**config.mk**
```make
export PLATFORM = sky130hd
export DESIGN_NAME = hnf_biq_ctl
export DESIGN_NICKNAME = d
export VERILOG_FILES = /design/src/rtl/hnf_biq_ctl_pkg.sv /design/src/rtl/hnf_biq_rr_arb.sv /design/src/rtl/hnf_biq_ctl.sv
export SDC_FILE = /design/constraint.sdc
export NUM_CORES = 1
export LEC_CHECK = 0
export ABC_AREA = 1
export BUFFER_PORTS_ARGS = -buffer_cell sky130_fd_sc_hd__buf_2
export CAP_MARGIN = 30
export CORE_AREA = 2 2 92 94
export DETAILED_ROUTE_END_ITERATION = 10
export DIE_AREA = 0 0 94 96
export PLACE_DENSITY = 0.78
export SLEW_MARGIN = 20
export SYNTH_ARGS = -nofsm -noshare
export SYNTH_HDL_FRONTEND = slang
export SYNTH_SLANG_ARGS = --single-unit
```
**constraint.sdc**
```tcl
create_clock -name clk -period 5 [get_ports clk]
set_input_delay 1 -clock clk [delete_from_list [all_inputs] [get_ports clk]]
set_output_delay 1 -clock clk [all_outputs]
set_load 0.1 [all_outputs]
```
**src/rtl/hnf_biq_ctl_pkg.sv**
```systemverilog
// Shared definitions for the HN-F back-invalidation queue sequencer.
package hnf_biq_ctl_pkg;

  typedef enum logic [1:0] {
    ST_IDLE  = 2'd0,
    ST_ISSUE = 2'd1,
    ST_WAIT  = 2'd2,
    ST_POP   = 2'd3
  } biq_state_e;

  localparam int unsigned BIQ_TIMEOUT_DEF = 1023;

endpackage

```
**src/rtl/hnf_biq_rr_arb.sv**
```systemverilog
// Round-robin arbiter: combinational one-hot grant, pointer advances past the winner.
module hnf_biq_rr_arb #(
  parameter int unsigned NUM_REQ = 2
) (
  input  logic               clk,
  input  logic               rst,
  input  logic [NUM_REQ-1:0] req,
  input  logic               en,
  output logic [NUM_REQ-1:0] grant
);

  localparam int unsigned PTR_W = (NUM_REQ > 1) ? $clog2(NUM_REQ) : 1;

  logic [PTR_W-1:0] ptr_q;
  logic [PTR_W-1:0] ptr_d;
  logic [PTR_W-1:0] idx;
  logic             found;

  // Search upward from the pointer with wrap-around; first valid requester wins.
  always_comb begin
    grant = '0;
    ptr_d = ptr_q;
    found = 1'b0;
    idx   = '0;
    if (en) begin
      for (int unsigned i = 0; i < NUM_REQ; i++) begin
        idx = PTR_W'((32'(ptr_q) + i) % NUM_REQ);
        if (!found && req[idx]) begin
          found      = 1'b1;
          grant[idx] = 1'b1;
          ptr_d      = PTR_W'((32'(idx) + 32'd1) % NUM_REQ);
        end
      end
    end
  end

  always_ff @(posedge clk or posedge rst) begin
    if (rst) ptr_q <= '0;
    else     ptr_q <= ptr_d;
  end

endmodule

```
**src/rtl/hnf_biq_ctl.sv**
```systemverilog
// HN-F BIQ sequencer: arbitrates eviction pushes and drains the head via snoop/wait/pop.
module hnf_biq_ctl
  import hnf_biq_ctl_pkg::*;
#(
  parameter int unsigned ADDR_WIDTH     = 44,
  parameter int unsigned NUM_REQ        = 2,
  parameter int unsigned TIMEOUT_CYCLES = BIQ_TIMEOUT_DEF,
  parameter int unsigned TO_CNT_WIDTH   = 10
) (
  input  logic                          clk,
  input  logic                          rst,
  input  logic [NUM_REQ-1:0]            req_valid,
  input  logic [NUM_REQ*ADDR_WIDTH-1:0] req_addr,
  output logic [NUM_REQ-1:0]            req_ready,
  output logic                          biq_push,
  output logic [ADDR_WIDTH-1:0]         biq_addr_in,
  output logic                          biq_pop,
  input  logic [ADDR_WIDTH-1:0]         biq_addr_out,
  input  logic                          biq_full,
  input  logic                          biq_empty,
  output logic                          snp_valid,
  input  logic                          snp_ready,
  output logic [ADDR_WIDTH-1:0]         snp_addr,
  input  logic                          snp_done,
  output logic                          ctl_busy,
  output logic                          err_timeout,
  output logic                          err_unexp_done
);

  biq_state_e              state_q, state_d;
  logic [ADDR_WIDTH-1:0]   addr_q, addr_d;
  logic [TO_CNT_WIDTH-1:0] wd_q, wd_d, wd_inc;
  logic                    err_to_q, err_to_d;
  logic                    err_ud_q, err_ud_d;

  hnf_biq_rr_arb #(
    .NUM_REQ (NUM_REQ)
  ) u_arb (
    .clk   (clk),
    .rst   (rst),
    .req   (req_valid),
    .en    (!biq_full),
    .grant (req_ready)
  );

  assign biq_push = |(req_valid & req_ready);

  always_comb begin
    biq_addr_in = '0;
    for (int unsigned i = 0; i < NUM_REQ; i++) begin
      if (req_ready[i]) biq_addr_in = biq_addr_in | req_addr[i*ADDR_WIDTH +: ADDR_WIDTH];
    end
  end

  assign wd_inc = wd_q + TO_CNT_WIDTH'(1);

  // Drain sequencing; a completion outside WAIT only raises the sticky flag.
  always_comb begin
    state_d  = state_q;
    addr_d   = addr_q;
    wd_d     = wd_q;
    err_to_d = err_to_q;
    err_ud_d = err_ud_q | (snp_done && (state_q != ST_WAIT));
    case (state_q)
      ST_IDLE: begin
        if (!biq_empty) begin
          addr_d  = biq_addr_out;
          state_d = ST_ISSUE;
        end
      end
      ST_ISSUE: begin
        if (snp_ready) begin
          wd_d    = '0;
          state_d = ST_WAIT;
        end
      end
      ST_WAIT: begin
        if (snp_done) begin
          state_d = ST_POP;
        end else begin
          wd_d = wd_inc;
          if ((TIMEOUT_CYCLES != 0) && (wd_inc == TO_CNT_WIDTH'(TIMEOUT_CYCLES))) begin
            err_to_d = 1'b1;
            state_d  = ST_POP;
          end
        end
      end
      ST_POP:  state_d = ST_IDLE;
      default: state_d = ST_IDLE;
    endcase
  end

  always_ff @(posedge clk or posedge rst) begin
    if (rst) begin
      state_q  <= ST_IDLE;
      addr_q   <= '0;
      wd_q     <= '0;
      err_to_q <= 1'b0;
      err_ud_q <= 1'b0;
    end else begin
      state_q  <= state_d;
      addr_q   <= addr_d;
      wd_q     <= wd_d;
      err_to_q <= err_to_d;
      err_ud_q <= err_ud_d;
    end
  end

  assign snp_valid      = (state_q == ST_ISSUE);
  assign biq_pop        = (state_q == ST_POP);
  assign ctl_busy       = (state_q != ST_IDLE);
  assign snp_addr       = addr_q;
  assign err_timeout    = err_to_q;
  assign err_unexp_done = err_ud_q;

endmodule

```
---- After elaboration in Yosys (flattened, before gate mapping) ----
Cells that the tools add are included.
word-level totals
  bits in registers ....................... 59
  output and inout bits ................... 96
cells by class
  equal/unequal tests ..................... 9
  add/sub/neg operators ................... 3
  magnitude comparators ................... 4
  reduce and logical (&&, ||, !) cells .... 15
  bitwise gates (word level) .............. 7
  mux-type cells .......................... 26
operators by type and width
  cell                                                                   count
  44-bit two-way mux                                                     2
  44-bit bitwise OR                                                      1
  10-bit two-way mux                                                     2
  10-bit case mux with 2 select lines                                    1
  2-bit two-way mux                                                      8
  10-bit by 1-bit adder with 10-bit output, second input constant        1
  10-bit equality test, second input constant                            1
  1-bit two-way mux                                                      10
  3-bit AND reduction                                                    3
  2-bit case mux with 4 select lines                                     1
  2-bit != test, second input constant                                   3
  2-bit nonzero test                                                     3
  2-bit equality test, second input constant                             2
  1-bit logical AND                                                      4
  1-bit by 2-bit < comparator with 1-bit output, second input constant   2
  2-bit AND reduction                                                    2
  3-bit != test, second input constant                                   1
  1-bit inverter                                                         3
  1-bit adder, second input constant                                     2
  2-bit AND                                                              1
  1-bit demux with 1-bit select                                          2
  2-bit by 1-bit equality test with 1-bit output, second input constant  1
  1-bit >= comparator, second input constant                             2
  2-bit zero test                                                        1
  5 further kinds                                                        5

---- Depth between registers and ports, before layout ----
Gate-level depths: netlist of run 1.
  depth after elaboration ................. 12
  gate-level depth with buffers ........... 13

---- Cells and area by module ----
A second synthesis of run 1 with hierarchy kept.
second synthesis, totals
  cells, all modules ...................... 273
  area, all modules ....................... 3039.2 um^2
modules (own cells, without submodules)
  module          times used  cells each  sequential area each (um^2)  area an instance (um^2)
  hnf_biq_ctl     1           263         1451.4                       2969.1
  hnf_biq_rr_arb  1           10          25.0                         70.1

---- Least setup slack after synthesis of run 1 ----
OpenSTA, ideal clock, no wires.
  path kind ............................... input to output
  from .................................... input biq_full
  to ...................................... output biq_addr_in[34]
  stages on the path ...................... 5
  arrival time ............................ 2794 ps
  data required time ...................... 4000 ps
  path buffers ............................ 1
  slack ................................... 1206 ps
  cells stage by stage .................... inv_1 nand2_1 a21oi_2 buf_2 a22o_1
RTL lines
  item                    RTL line              source
  start: declaration      hnf_biq_ctl.sv:19     input logic biq_full,
  2-bit two-way mux       hnf_biq_rr_arb.sv:25  if (en) begin
  named net req_ready[1]  hnf_biq_ctl.sv:14     output logic [NUM_REQ-1:0] req_ready,
  44-bit two-way mux      hnf_biq_ctl.sv:51     if (req_ready[i]) biq_addr_in = biq_addr_in | req_addr[i*ADDR_WIDTH +: ADDR_WIDTH];
  end: declaration        hnf_biq_ctl.sv:16     output logic [ADDR_WIDTH-1:0] biq_addr_in,
The timed path passes the listed nets, and every way through them passes these cells.

---- Worst setup path after layout of run 1 ----
  from .................................... input biq_full
  to ...................................... output biq_addr_in[21]
on the way
  longest elaborated chain between the ends .. 4
RTL lines
  item                    RTL line
  2-bit two-way mux (*)   hnf_biq_rr_arb.sv:25
  44-bit two-way mux      hnf_biq_ctl.sv:51
  44-bit bitwise OR       hnf_biq_ctl.sv:51
  44-bit two-way mux (*)  hnf_biq_ctl.sv:51
Mark *: on every way between the ends. The rest lies on a longest branch, timed or not.

==> key figures, run 1 <==
Run status
  • Status: finished, final reports clean

CTS
  • TritonCTS clock tree: done
  • Clk root buf: clkbuf_8
  • Sink Count: 59
  • Max clock buf depth: 2
  • Cells resized by post-CTS repair: 0
  • Clk_lat worst skew: 330 ps
  • TritonCTS Buffers: 9
  • # hold bufs at CTS: 0
  • Clock Pin Slew Worst Setup and Hold Paths: 70 ps
  • H-tree depth: 3
  • Post-CTS Setup Bufs: 0

Critical path
  • Crit path launch type: input port
  • CP Cell Sequence: buf_2, inv_1, nand2_1, a21oi_4, buf_16, a22o_1, buf_2
  • CP peak stage delay: 430 ps
  • CP required: 4000 ps
  • Flop-to-flop setup slack: 3020 ps
  • Slowest cell on the critical path: buf_2
  • Top delay family on crit path: buffers and inverters
  • Critical Path Sink Type: primary output
  • Critical R2R Capture: snp_addr[11]
  • Crit path from: biq_full
  • Crit path max fanout: 36
  • CP Depth: 7
  • Most used cell, CP: buf_2
  • Worst Path Buf+Inv: 4
  • Worst R2R Path Depth: 6
  • Critical path type: in2out
  • Reg2reg start: state_q[0]
  • Critical Path AT: 2440 ps

Synthesis
  • Syn_nets: 417
  • Sequential fraction of the synthesis area: between 40% and 50%
  • Mapped Area: ~3000 sq um
  • Number of unique standard cell types used by synthesis: 24
  • Synth Register Bits: just under 60
  • Largest cells by area after synthesis: dfrtp_1 49%, mux2_2 16%, a22o_1 13%, nand2_1 4.0%, ha_1 2.9%
  • Post-synth EDFFs: 0
  • Mapped Cells: 270
  • Dominant cell type by area after synthesis: dfrtp_1
  • Area share of the largest cell type after synthesis: approximately half
  • Warnings, synthesis: 0
  • Top_reg_cell synth: dfrtp_1
  • Avg Synthesized Cell Area: 11.1 sq um
  • Ys async rst share: 100%

STA
  • Max Slew Vio Count: 0
  • RSZ-0062 raised after global routing: no
  • Clk_skew: ~10 ps
  • Final Hold Vio Count: 0
  • Rel. slew slack: about half
  • Final setup viols: 0
  • Slew @ Worst Pin: 738 ps
  • Final period utilization: 68.7%
  • Fmax achieved: between 0.2 and 0.3 GHz
  • Final TNS setup: 0 ps
  • Min Tclk post-route: 3440 ps

Floorplan
  • # rows: 33
  • Core area: 8050 sq um
  • Full die area: 9020 sq um
  • Io pins: ~240
  • Die Y: 96 um
  • Die width: 94 um
  • Initial cell density of the core: a little under two fifths

Placed design
  • GPL Wtd Cong: 0.886
  • Port bufs: 235
  • Post-detail-place hpwl: 7610 um

Global routing
  • GRT overflow: 0
  • Vias in the first global route: ~2900
  • Gr usage total: roughly 19%
  • First-pass GRT wire length: between 10000 and 15000 um
  • Largest net degree at the start of global routing: 60
  • Initial antenna violation count: 0

Routing
  • Vias per cell: 4.86
  • Routed WL per cell: 15.4 um
  • Routed via count: ~3000
  • DR DRC count: 0
  • Drt first pass iters: 4
  • Initial DRC count: 76
  • Final antenna-violating net count: 0
  • Final wirelength: 9520 um

Job
  • MaxCap Viol Count: 0

Worst hold path
  • Hold endpoint: err_unexp_done
  • Hold/Removal Path Class: reg2reg
  • Number of cells on the worst hold path: 1
  • Hold_sp: err_unexp_done

Cells and area
  • Final net count: 654
  • Share of cells above drive strength 1: 61.7%
  • Area delta synth->final: 51.8%
  • Diode count: 0
-- synthesized netlist by cell type, types with 2 or more instances --
| library cell | n |
|---|---|
| xor2_1 | 2 |
| a21oi_2 | 3 |
| ha_1 | 7 |
| mux2_2 | 44 |
| nand2_2 | 4 |
| buf_2 | 7 |
| nand3_1 | 6 |
| inv_1 | 23 |
| nand2_1 | 32 |
| nor2_2 | 3 |
| clkbuf_1 | 6 |
| a22o_1 | 44 |
| o22ai_1 | 7 |
| nor2_1 | 10 |
| nand3_2 | 2 |
| o21ai_0 | 4 |
| dfrtp_1 | 59 |
-- how the worst max path moves through the flow --
stage,slack [ps],endpoint
finish,1560,biq_addr_in[21]
global route,1480,biq_addr_in[14]
floorplan,1210,biq_addr_in[34]
global placement,1260,biq_addr_in[21]
detailed placement,1200,biq_addr_in[21]
CTS,1190,biq_addr_in[21]
-- state kept, by name (all words and copies together), names as in the netlist --
signal	cells
u_arb.ptr_q	1
err_unexp_done	1
wd_q	10
snp_addr	44
state_q	2
err_timeout	1
-- per-stage QoR --
| stage | cell area (sq um) | hold WS, ps | cells | worst slack [ps] | util [%] |
|---|---|---|---|---|---|
| after floorplan | 3000 | 489 | 270 | 1210 | - |
| after global placement | 4280 | 437 | 598 | 1260 | 53.1 |
| after detailed placement | 4300 | 439 | 599 | 1200 | 53.4 |
| after CTS | 4500 | 462 | 615 | 1190 | 55.9 |
| after global routing | 4560 | 480 | 617 | 1480 | 56.6 |
| final | 4560 | 456 | 617 | 1560 | 56.6 |
-- cells in the final DEF (no fill, tap or decap), types with 2 or more instances in the layout --
cell,n
o22ai_1,7
clkbuf_8,9
a21oi_4,2
inv_1,22
mux2_2,44
nand3_2,2
clkinv_4,3
or2_2,2
dfrtp_1,59
nand3_1,6
nor2_2,3
a22o_1,44
buf_16,3
nand2_2,4
nor2_1,10
xor2_1,2
nand2_1,32
buf_2,235
o21ai_0,4
ha_1,7
-- area by class of cell --
cell class | count | area, sq um
fill | 731 | 3490
sequential | 59 | 1480
multi-input combinational | 175 | 1400
timing repair buffer | 239 | 1270
tap | 105 | 131
clock buffer | 9 | 124
inverter | 23 | 86.3
clock inverter | 7 | 77.6
-- kinds of logic after synthesis --
family                   after synthesis  synth area share, %
flip-flops                            59                 49.2
multiplexers                          44                 16.5
XOR/XNOR                               2                0.583
AO/OA/AOI/OAI                         61                 16.5
AND/OR/NAND/NOR                       61                 9.54
adder cells (fa/ha/maj)                7                 2.92
buffers and inverters                 36                 4.79
-- per-layer routing --
| layer | part of all wire (%) | track usage (%) | vias up | routed length [um] |
|---|---|---|---|---|
| met5 | 0 | 0 | - | 0 |
| met4 | 0.59 | 5.31 | 0 | 56 |
| met3 | 7.4 | 5.09 | 4 | 708 |
| met2 | 51 | 33.7 | 134 | 4810 |
| met1 | 41 | 24.1 | 1433 | 3940 |
| li1 | - | - | 1428 | - |
Power of run 1 is left out: the tool's default activity adds up to more than one toggle a clock period on the data nets, which glitch-free logic cannot reach.
==> run 2: changes to the inputs <==
--- a/config.mk
+++ b/config.mk
@@ -8,9 +8,9 @@
 export ABC_AREA = 1
 export BUFFER_PORTS_ARGS = -buffer_cell sky130_fd_sc_hd__buf_2
 export CAP_MARGIN = 30
-export CORE_AREA = 2 2 92 94
+export CORE_MARGIN = 2
+export CORE_UTILIZATION = 36
 export DETAILED_ROUTE_END_ITERATION = 10
-export DIE_AREA = 0 0 94 96
 export PLACE_DENSITY = 0.78
 export SLEW_MARGIN = 20
 export SYNTH_ARGS = -nofsm -noshare
==> constraint.sdc (replaced) <==
create_clock -name clk -period 2.9 [get_ports clk]
set_input_delay 0.58 -clock clk [delete_from_list [all_inputs] [get_ports clk]]
set_output_delay 0.58 -clock clk [all_outputs]
set_load 0.1 [all_outputs]
==> key figures, run 2 (synthesized netlist as in run 1, its figures left out) <==
Run status
  • Status: finished, final reports clean (unchanged)

Global routing
  • Largest net degree at the start of global routing: 60 (unchanged)
  • GRT overflow: 0 (unchanged)
  • First-pass GRT wire length: 14300 um (was 13600 um)
  • Initial antenna violation count: 0 (unchanged)
  • Gr usage total: 20.7% (was 19.5%)
  • Vias in the first global route: 2857 (was 2902)

Floorplan
  • Die width: 95.3 um (was 94 um)
  • Initial cell density of the core: 36.9% (was 37.3%)
  • Full die area: 9090 sq um (was 9020 sq um)
  • Die Y: 95.3 um (was 96 um)
  • Core area: 8130 sq um (was 8050 sq um)
  • Io pins: 236 (unchanged)
  • # rows: 33 (unchanged)

Critical path
  • Critical Path AT: 1690 ps (was 2440 ps)
  • Crit path launch type: flop (was input port)
  • CP required: 2320 ps (was 4000 ps)
  • Reg2reg start: state_q[0] (unchanged)
  • Critical R2R Capture: snp_addr[4] (was snp_addr[11])
  • Crit path max fanout: 45 (was 36)
  • Flop-to-flop setup slack: 980 ps (was 3020 ps)
  • Critical Path Sink Type: primary output (unchanged)
  • Critical path type: reg2out (was in2out)
  • Worst R2R Path Depth: 6 (unchanged)

STA
  • Clk_skew: 7.35 ps (was 10.1 ps)
  • RSZ-0062 raised after global routing: no (unchanged)
  • Fin Hold WS: 445 ps (was 456 ps)
  • Final period utilization: 78.3%
  • Fmax achieved: about 0.44 GHz
  • Post-route worst setup slack: 628 ps (was 1560 ps)
  • Final TNS setup: 0 ps (unchanged)
  • Slew @ Worst Pin: 727 ps (was 738 ps)
  • Final setup viols: 0 (unchanged)
  • Rel. slew slack: 51.5% (was 50.8%)
  • Max Slew Vio Count: 0 (unchanged)
  • Final Hold Vio Count: 0 (unchanged)
  • Min Tclk post-route: between 2000 and 2500 ps

CTS
  • Cells resized by post-CTS repair: 0 (unchanged)
  • # hold bufs at CTS: 0 (unchanged)
  • Sink Count: 59 (unchanged)
  • TritonCTS Buffers: 9 (unchanged)
  • TritonCTS clock tree: done (unchanged)
  • Post-CTS Setup Bufs: 0 (unchanged)
  • Clock Pin Slew Worst Setup and Hold Paths: 70 ps (about the same)
  • Clk_lat worst skew: 330 ps (about the same)
  • Clk root buf: clkbuf_8 (unchanged)
  • Max clock buf depth: 2 (unchanged)
  • H-tree depth: 3 (unchanged)

Power and ir drop
  • Leak: around 2.6 nW
  • Reg power frac: a little over a fifth
  • Sw Ratio: approximately three fifths
  • Clock Power Share: 11.1%
  • Total power divided by cell area: 1250 nW/um^2
  • Sw power: 4.03 mW
  • Internal: 2.51 mW
  • Tot Pwr: 6.54 mW
  • Maximum vdd ir drop: around 1.2 mV
  • Gate power share: 68.1%

Routing
  • Routed via count: 2983 (was 2999)
  • Drt first pass iters: 4 (unchanged)
  • Final antenna-violating net count: 0 (unchanged)
  • Final wirelength: 9860 um (was 9520 um)
  • Vias per cell: 4.83 (was 4.86)
  • Initial DRC count: 97 (was 76)
  • Routed WL per cell: 16.0 um (was 15.4 um)
  • DR DRC count: 0 (unchanged)

Placed design
  • Port bufs: 235 (unchanged)
  • GPL Wtd Cong: 0.854 (was 0.886)
  • Worst slack at placement: 651 ps (was 1200 ps)
  • Post-detail-place hpwl: 8000 um (was 7610 um)

Cells and area
  • Area delta synth->final: 74.4% (was 51.8%)
  • Final net count: 654 (unchanged)
  • Diode count: 0 (unchanged)
  • Share of cells above drive strength 1: 63.5% (was 61.7%)
  • Most common cell after layout, fill and taps aside: buf_2 (unchanged)
  • Commonest non-fill, non-tap cells in the layout: 189 x buf_2, 59 x dfrtp_1, 49 x buf_12 (was 235 x buf_2, 59 x dfrtp_1, 44 x mux2_2, 44 x a22o_1, 32 x nand2_1)
  • Filler instances: 614 (was 731)
  • Number of flip-flops under the largest register name: 44 (unchanged)

Worst hold path
  • Hold/Removal Path Class: in2async (was reg2reg)

Job
  • MaxCap Viol Count: 0 (unchanged)
-- run 2: cell count changes in the layout (fill, tap and decap cells not counted), sizes merged --
cell      delta
clkinvlp     +1
bufinv       -1
clkinv       -3
clkbuf       +4
inv          -1
-- run 2: power by group through the flow --
stage          sequential, mW  clock, mW  combinational [mW]
3_3_place_gp             1.35          0                4.41
5_1_grt                  1.41      0.783                4.61
2_1_floorplan            3.67          0                1.26
3_5_place_dp             1.37          0                4.47
6_report                 1.36      0.724                4.45
4_1_cts                  1.36      0.745                4.47
-- run 2: per-layer routing --
layer  vias up  track usage (%)  part of all wire (%)
li1       1425                -                     -
met1      1420             26.8                    39
met2       130             33.5                    51
met3         8             5.85                   9.1
met4         0             7.00                   1.1
met5         -                0                     0
-- run 2: critical path: stages (launching register included) --
cell,delay (ps)
dfrtp_1,420
inv_1,90
a21oi_4,140
buf_12,220
a22o_1,250
buf_12,190
-- run 2: final cells by class --
class                      count  area (sq um)  area share [%]
timing repair buffer         239          1930            36.9
sequential                    59          1480            28.2
multi-input combinational    175          1410            26.9
clock buffer                  13           179            3.42
tap                          105           131            2.51
inverter                      23          86.3            1.65
clock inverter                 3          20.0           0.382
-- run 2: how the worst max path moves through the flow --
stage	from	endpoint	slack (ps)	cells past startpoint
floorplan	biq_full	biq_addr_in[34]	220	5
global placement	biq_full	biq_addr_in[24]	690	7
detailed placement	biq_full	biq_addr_in[1]	650	7
CTS	u_arb.ptr_q	biq_addr_in[1]	630	5
global route	u_arb.ptr_q	biq_addr_in[22]	550	5
finish	u_arb.ptr_q	biq_addr_in[1]	630	5
-- run 2: stage by stage --
stage | std cells | cell area, sq um | utilization [%]
after floorplan | 270 | 3010 | -
after CTS | 617 | 5240 | 64.4
after global placement | 601 | 5040 | 61.9
after global routing | 617 | 5240 | 64.4
final | 617 | 5240 | 64.4
after detailed placement | 601 | 5040 | 61.9
(Power assumes the default switching activity.)
==> run 3: changes to the inputs <==
==> constraint.sdc (replaced) <==
create_clock -name clk -period 2.05 [get_ports clk]
set_input_delay 0.41 -clock clk [delete_from_list [all_inputs] [get_ports clk]]
set_output_delay 0.41 -clock clk [all_outputs]
set_load 0.1 [all_outputs]
==> key figures, run 3 (synthesized netlist as in run 1, its figures left out) <==
Routing
  • Routed WL per cell: 18.7 um (was 16.0 um)
  • Final wirelength: 11800 um (was 9860 um)
  • Routed via count: 3157 (was 2983)
  • DR DRC count: 0 (unchanged)
  • Initial DRC count: 123 (was 97)
  • Final antenna-violating net count: 0 (unchanged)
  • Drt first pass iters: 4 (unchanged)
  • Vias per cell: 5.01 (was 4.83)

Critical path
  • CP Cell Sequence: buf_6, a21oi_4, buf_6, buf_12, a22o_1, buf_12 (was inv_1, a21oi_4, buf_12, a22o_1, buf_12)
  • Slowest cell on the critical path: dfrtp_1 (unchanged)
  • Critical Path AT: 1670 ps (was 1690 ps)
  • Critical Path Sink Type: primary output (unchanged)
  • Crit path launch type: flop (unchanged)
  • Crit path max fanout: 6 (was 45)
  • Critical path type: reg2out (unchanged)
  • CP required: 1640 ps (was 2320 ps)
  • CP peak stage delay: 400 ps (was 420 ps)
  • Flop-to-flop setup slack: 290 ps (was 980 ps)

Global routing
  • GRT overflow: 0 (unchanged)
  • Vias in the first global route: 2949 (was 2857)
  • Initial antenna violation count: 0 (unchanged)
  • Largest net degree at the start of global routing: 39 (was 60)
  • Gr usage total: 22.0% (was 20.7%)
  • First-pass GRT wire length: 15000 um (was 14300 um)

Cells and area
  • Final net count: 667 (was 654)
  • Area delta synth->final: 93.5% (was 74.4%)
  • Commonest non-fill, non-tap cells in the layout: 189 x buf_2, 59 x dfrtp_1, 50 x buf_12 (was 189 x buf_2, 59 x dfrtp_1, 49 x buf_12)
  • Final Non-Filler Cells: 630 (was 617)
  • Number of flip-flops under the largest register name: 44 (unchanged)
  • Diode count: 0 (unchanged)
  • Most common cell after layout, fill and taps aside: buf_2 (unchanged)
  • Share of cells above drive strength 1: 71.2% (was 63.5%)

Run status
  • Failing checks: negative setup slack
  • Status: complete, but fails checks (was finished, final reports clean)

Floorplan
  • Io pins: 236 (unchanged)
  • # rows: 33 (unchanged)
  • Initial cell density of the core: 36.9% (unchanged)
  • Die width: 95.3 um (unchanged)
  • Core area: 8130 sq um (unchanged)
  • Full die area: 9090 sq um (unchanged)
  • Die Y: 95.3 um (unchanged)

STA
  • Final TNS setup: -258 ps (was 0 ps)
  • Final Hold Vio Count: 0 (unchanged)
  • Max Slew Vio Count: 0 (unchanged)
  • Post-route worst setup slack: -28.4 ps (was 628 ps)
  • Final setup viols: 24 (was 0)
  • Slew @ Worst Pin: 506 ps (was 727 ps)
  • RSZ-0062 raised after global routing: yes (was no)
  • Clk_skew: 4.48 ps (was 7.35 ps)
  • Fmax achieved: 0.481 GHz
  • Final period utilization: 101%
  • Rel. slew slack: 66.5% (was 51.5%)
  • Min Tclk post-route: about 2100 ps

CTS
  • H-tree depth: 3 (unchanged)
  • TritonCTS clock tree: done (unchanged)
  • Max clock buf depth: 2 (unchanged)
  • Clk root buf: clkbuf_8 (unchanged)
  • Clk_lat worst skew: 340 ps (was 330 ps)
  • # hold bufs at CTS: 0 (unchanged)
  • Clock Pin Slew Worst Setup and Hold Paths: 70 ps (about the same)
  • TritonCTS Buffers: 9 (unchanged)
  • Sink Count: 59 (unchanged)

Worst hold path
  • Hold/Removal Path Class: in2async (unchanged)

Job
  • MaxCap Viol Count: 0 (unchanged)

Placed design
  • Port bufs: 235 (unchanged)
  • GPL Wtd Cong: 0.858 (was 0.854)
  • Post-detail-place hpwl: 8250 um (was 8000 um)
  • Placed Instances: 602 (was 601)

Power and ir drop
  • Total power divided by cell area: 1650 nW/um^2 (was 1250 nW/um^2)
  • Maximum vdd ir drop: 1.85 mV (was 1.23 mV)
  • Leak: 2.93 nW (was 2.62 nW)
-- run 3: cell types whose count changed in the layout (fill, tap and decap cells not counted), sizes merged --
cell,change
bufinv,+1
clkinv,+1
clkbuf,+3
buf,+9
inv,-1
-- run 3: routing by layer --
layer | GRT usage, % | wire [um] | share of wire [%] | vias to the layer above
met5 | 0 | 0 | 0 | -
met4 | 7.61 | 235 | 2.0 | 0
met3 | 6.72 | 897 | 7.6 | 17
met2 | 35.8 | 6030 | 51 | 152
met1 | 27.7 | 4630 | 39 | 1522
li1 | - | - | - | 1466
-- run 3: area by class of cell --
class / count / area, sq um
fillers: 541 / 2320
inverters: 23 / 90.1
well taps: 105 / 131
flip-flops and latches: 59 / 1480
clock buffers: 12 / 165
repair buffers: 252 / 2150
clock inverters: 4 / 47.5
multi-input cells: 175 / 1750
-- run 3: path summary, 6_finish.rpt --
path | startpoint | end | depth (start not counted)
hold / removal | rst | snp_addr[15] | 2
min in group clk | biq_addr_out[19] | snp_addr[19] | 2
hold reg to reg | err_unexp_done | err_unexp_done | 1
max in group asynchronous | rst | state_q[1] | 3
setup / recovery | u_arb.ptr_q | biq_addr_in[43] | 6
setup reg to reg | wd_q[1] | state_q[1] | 12
-- run 3: power by group --
part | switching, mW | internal [mW] | leakage (nW)
registers | 0.271 | 1.66 | 0.713
clock network | 0.454 | 0.656 | 0.108
logic | 5.06 | 1.46 | 2.11
total | 5.78 | 3.78 | 2.93
-- run 3: critical path: cells and delay by family, from the launching register on --
family | cells | cell delay [ps]
buf+inv | 4 | 590
compound gates | 2 | 330
flops | 1 | 400
-- run 3: repair_timing --
| item | CTS | global route |
|---|---|---|
| gates cloned | 2 | 6 |
| pin swaps | 3 | 27 |
| gates resized for setup | 3 | 34 |
| buffers inserted | 1 | 3 |
| setup endpoints to repair | 35 | 44 |
-- run 3: through the flow --
step                      util [%]  total power [mW]  hold WS [ps]  worst slack (ps)  area [sq um]
final                         71.4              9.56          86.0             -28.4          5810
after global routing          71.4              9.92           109             -76.6          5810
after CTS                     66.9              9.50          80.4             -24.2          5450
after detailed placement      63.5              8.33           452               131          5170
after global placement        63.5              8.22           435               172          5170
after floorplan                  -              7.08           499             -69.8          3150
